===== src/rtl/ram_uart_dump.sv =====
// Streams len bytes from a sync-read RAM to a UART TX: start->rd_en +1, send_en +3; tx_done->next send_en +4.
// Backpressure: exactly one byte in flight; the next fetch waits for tx_done or a timeout.
module ram_uart_dump #(
  parameter int ADDR_W  = 8,
  parameter int TIMEOUT = 60000,
  parameter int TO_W    = 16
) (
  input  logic              clk,
  input  logic              rst,
  input  logic              start,
  input  logic [ADDR_W-1:0] base_addr,
  input  logic [ADDR_W-1:0] len,
  input  logic              abort,
  output logic              rd_en,
  output logic [ADDR_W-1:0] rd_addr,
  input  logic [7:0]        rd_data,
  output logic              send_en,
  output logic [7:0]        data_byte,
  input  logic              tx_done,
  output logic              busy,
  output logic              done,
  output logic              aborted,
  output logic              err,
  output logic [ADDR_W-1:0] sent_cnt
);

  typedef enum logic [2:0] {
    IDLE,
    RD,
    WAIT_DATA,
    SEND,
    WAIT_DONE,
    NEXT,
    FIN
  } state_t;

  state_t            state_q;
  logic [ADDR_W-1:0] addr_q;
  logic [ADDR_W-1:0] rem_q;
  logic              abort_q;
  logic [TO_W-1:0]   to_q;
  logic              rd_en_q;
  logic [ADDR_W-1:0] rd_addr_q;
  logic              send_q;
  logic [7:0]        data_q;
  logic              busy_q;
  logic              done_q;
  logic              aborted_q;
  logic              err_q;
  logic [ADDR_W-1:0] sent_q;

  always_ff @(posedge clk or posedge rst) begin
    if (rst) begin
      state_q   <= IDLE;
      addr_q    <= '0;
      rem_q     <= '0;
      abort_q   <= 1'b0;
      to_q      <= '0;
      rd_en_q   <= 1'b0;
      rd_addr_q <= '0;
      send_q    <= 1'b0;
      data_q    <= '0;
      busy_q    <= 1'b0;
      done_q    <= 1'b0;
      aborted_q <= 1'b0;
      err_q     <= 1'b0;
      sent_q    <= '0;
    end else begin
      rd_en_q <= 1'b0;
      send_q  <= 1'b0;
      done_q  <= 1'b0;
      if (state_q != IDLE && abort) abort_q <= 1'b1;

      case (state_q)
        IDLE: begin
          if (start) begin
            addr_q    <= base_addr;
            rem_q     <= len;
            sent_q    <= '0;
            aborted_q <= 1'b0;
            err_q     <= 1'b0;
            abort_q   <= 1'b0;
            busy_q    <= 1'b1;
            if (len != '0) begin
              rd_en_q   <= 1'b1;
              rd_addr_q <= base_addr;
              state_q   <= RD;
            end else begin
              done_q  <= 1'b1;
              state_q <= FIN;
            end
          end
        end
        RD: state_q <= WAIT_DATA;
        WAIT_DATA: begin
          data_q  <= rd_data;
          send_q  <= 1'b1;
          state_q <= SEND;
        end
        SEND: begin
          to_q    <= '0;
          state_q <= WAIT_DONE;
        end
        WAIT_DONE: begin
          // tx_done takes priority over a timeout landing in the same cycle
          if (tx_done) begin
            sent_q  <= sent_q + 1'b1;
            rem_q   <= rem_q - 1'b1;
            addr_q  <= addr_q + 1'b1;
            state_q <= NEXT;
          end else if (to_q == TO_W'(TIMEOUT - 1)) begin
            err_q   <= 1'b1;
            done_q  <= 1'b1;
            if (abort_q) aborted_q <= 1'b1;
            state_q <= FIN;
          end else begin
            to_q <= to_q + 1'b1;
          end
        end
        NEXT: begin
          if (rem_q == '0 || abort_q) begin
            done_q  <= 1'b1;
            if (abort_q && rem_q != '0) aborted_q <= 1'b1;
            state_q <= FIN;
          end else begin
            rd_en_q   <= 1'b1;
            rd_addr_q <= addr_q;
            state_q   <= RD;
          end
        end
        FIN: begin
          busy_q  <= 1'b0;
          state_q <= IDLE;
        end
        default: begin
          busy_q  <= 1'b0;
          state_q <= IDLE;
        end
      endcase
    end
  end

  assign rd_en     = rd_en_q;
  assign rd_addr   = rd_addr_q;
  assign send_en   = send_q;
  assign data_byte = data_q;
  assign busy      = busy_q;
  assign done      = done_q;
  assign aborted   = aborted_q;
  assign err       = err_q;
  assign sent_cnt  = sent_q;

endmodule


===== config.mk =====
export PLATFORM = sky130hd
export DESIGN_NAME = ram_uart_dump
export DESIGN_NICKNAME = d
export VERILOG_FILES = /design/src/rtl/ram_uart_dump.sv
export SDC_FILE = /design/constraint.sdc
export NUM_CORES = 1
export LEC_CHECK = 0
export CORE_UTILIZATION = 48
export DETAILED_ROUTE_END_ITERATION = 7
export GPL_ROUTABILITY_DRIVEN = 0
export GPL_TIMING_DRIVEN = 0
export PLACE_DENSITY_LB_ADDON = 0.2
export SYNTH_ARGS = -nofsm -noshare
export SYNTH_HDL_FRONTEND = slang
export SYNTH_SLANG_ARGS = --single-unit

===== constraint.sdc =====
create_clock -name clk -period 2.2 [get_ports clk]
set_input_delay 0.44 -clock clk [delete_from_list [all_inputs] [get_ports clk]]
set_output_delay 0.44 -clock clk [all_outputs]
set_load 0.05 [all_outputs]

==> out/results.ini <==
[run_status]
status=complete, no violations

[global_routing]
grt_max_degree=67
grt_pass1_vias=3023
gr-usage-all-layers_pct=24.0
grt_util_met2_pct=37.7
globalRouteMet1Util_pct=31.9
grt_use_met3_pct=4.34
grt_overflow=0
top_usage_layer=met2
grt_pass1_wl_um=14100
antenna_found_initial=0

[timing]
period_needed_ps=2100
tightest_slew_ps=883
hold_viol_final=0
max_freq_mhz=475
setup_viol=0
skew_ps=10.1
whs_ps=491
slew_violations=0
maxSlewHeadroom_pct=40.3
final.period_utilization_pct=95.6
tns_ps=0
fin_ws_ps=95.9

[worst_setup_path]
path_cells=ha_2 -> and4_2 -> and4_2 -> clkbuf_4 -> or4_1 -> a21oi_1
crit_family=simple AND/OR/NAND/NOR gates
start_kind=flop
crit_required_ps=2470
critPathKind=flop to flop
cp-end-kind=flop
max_stage_delay_ps=470
path_buf_inv=1
crit_slowest_cell=or4_1
crit_fanout=10
arrival_ps=2380
cpMostUsedCell=and4_2

[clock_network]
clk_pin_slew_ps=70
htreeDepth=3
hold_buffers=0
cts_tree=yes
cts_buffers=9
cts.sinks=66
clk_latency_ps=350
cts_buffer_depth=2
clock-root-buffer=clkbuf_8

[yosys]
synth_flop_cell=dfrtp_1
netlist_instances=367
yosys.area.top_type_share_pct=46.9
syn_avg_cell_area_um2=9.59
synth_area_leaders=dfrtp_1 47%, mux2_2 7.4%, o21ai_0 3.7%
netlist_area_um2=3520
synth_area_leader_cell=dfrtp_1
ys_seq_elements=66
synth_cell_type_count=50
ys_seq_area_share_pct=46.9
synth_edf_count=0
ys_warn_count=0
async_reset_ff_share_pct=100
synth_nets=401

[detailed_routing]
wirelength_um=8670
drc=0
wl_per_cell_um=16.1
first_iter_violations=277
antenna_left=0
drt-pass1-iter-count=5
viasPerCell=6.03
vias=3239

[floorplan]
ios=59
initial_utilization_pct=50.7
row_count=30
core_area_um2=6940
die_h_um=87.6
die-width_um=87.6
dieArea_um2=7680

[flow_run]
maxCapViolCount=0

[cells_and_area]
antenna_cells=0
area_delta_synth_final_pct=28.8
drive_gt1_share_pct=15.0
final_net_count=470

[min_path]
hold_path.class=flop to flop

[pwr]
pwr_density_cell_nw_per_um2=1350
power.leakage_nw=1.78
ir_drop_uv=800

[placed_design]
port_buffers=58
dp_slack_ps=-661
dp_hpwl_um=6010

[final cells by class]
class                           instances  area (µm²)
Buffer                                 19        86.3
Clock buffer                           13         169
Clock inverter                          3        46.3
Fill cell                             564        2410
Inverter                               11        43.8
Multi-Input combinational cell        270        1830
Sequential cell                        66        1650
Tap cell                               96         120
Timing Repair Buffer                   59         587
[worst paths after layout]
kind,from,end,slack (ps),depth (start not counted)
min in group asynchronous,rst,data_byte[0],600,2
hold reg to reg,busy,busy,490,1
setup / recovery,to_q[0],to_q[3],100,6
hold / removal,busy,busy,490,1
setup reg to reg,to_q[0],to_q[3],100,6
max in group asynchronous,rst,state_q[1],1000,2
[cells in the mapped netlist (9+ instances only)]
cell	instances
inv_1	11
nor2_1	22
o21ai_0	26
mux2_2	23
or4_1	9
nor3_1	13
nand2_1	28
clkbuf_1	18
nor4_1	9
nand3_1	21
dfrtp_1	66
a21oi_1	23
a31oi_1	12
[cells by family after synthesis]
kind of cell               count (synthesis)  share of synthesized area (%)
DFF                                       66                           46.9
muxes                                     27                           8.50
xor gates and xnor gates                   6                           1.49
buffers and inverters                     31                           3.45
AOI/OAI and AO/OA                         94                           16.6
and+or+nand+nor                          138                           21.2
adders and majority gates                  5                           1.78
[layout by cell type, fill, tap and decap left out, types with 3 or more instances in the layout]
cell type,count
inv_1,10
a31oi_1,12
and3_1,3
xnor2_1,4
nand4_1,7
mux2i_1,4
nand2b_1,5
or4_1,9
clkbuf_1,13
ha_1,4
or3_1,3
nor2_1,21
nor3_1,11
o31ai_1,7
clkbuf_2,3
a21oi_1,22
nand3_1,21
nand2_1,28
clkbuf_8,12
o21a_1,5
mux2_2,23
nor4_1,6
o21ai_0,24
dfrtp_1,64
clkdlybuf4s50_1,57
[what timing repair did]
action,CTS,global route
resized for setup,9,23
endpoints found under the setup margin,25,46
buffers inserted,0,1
[stage by stage]
stage / total power [W] / utilization [%] / instance area [µm²] / instances
2_1_floorplan: 0.00402 / - / 3520 / 367
3_3_place_gp: 0.00485 / 60.8 / 4220 / 521
3_5_place_dp: 0.00491 / 60.8 / 4220 / 521
4_1_cts: 0.00604 / 64.4 / 4470 / 537
5_1_grt: 0.00645 / 65.3 / 4530 / 537
6_report: 0.00610 / 65.3 / 4530 / 537
[layer usage]
layer	vias up	share of wire (%)
li1	1524	-
met1	1536	44
met2	155	47
met3	24	6.8
met4	0	2.1
met5	-	0
[power by group]
group | internal, W | leakage (nW) | switching, W
registers | 0.00164 | 0.835 | 0.000347
clock network | 0.000619 | 0.106 | 0.000480
logic | 0.00114 | 0.840 | 0.00188
[state kept, by name, indices dropped and copies added (netlist names)]
register,count
aborted,1
rd_addr,8
state_q,3
err,1
send_en,1
to_q,16
sent_cnt,8
rd_en,1
done,1
data_byte,8
abort_q,1
busy,1
rem_q,8
addr_q,8
No activity file was read; power rests on OpenSTA's default activity.
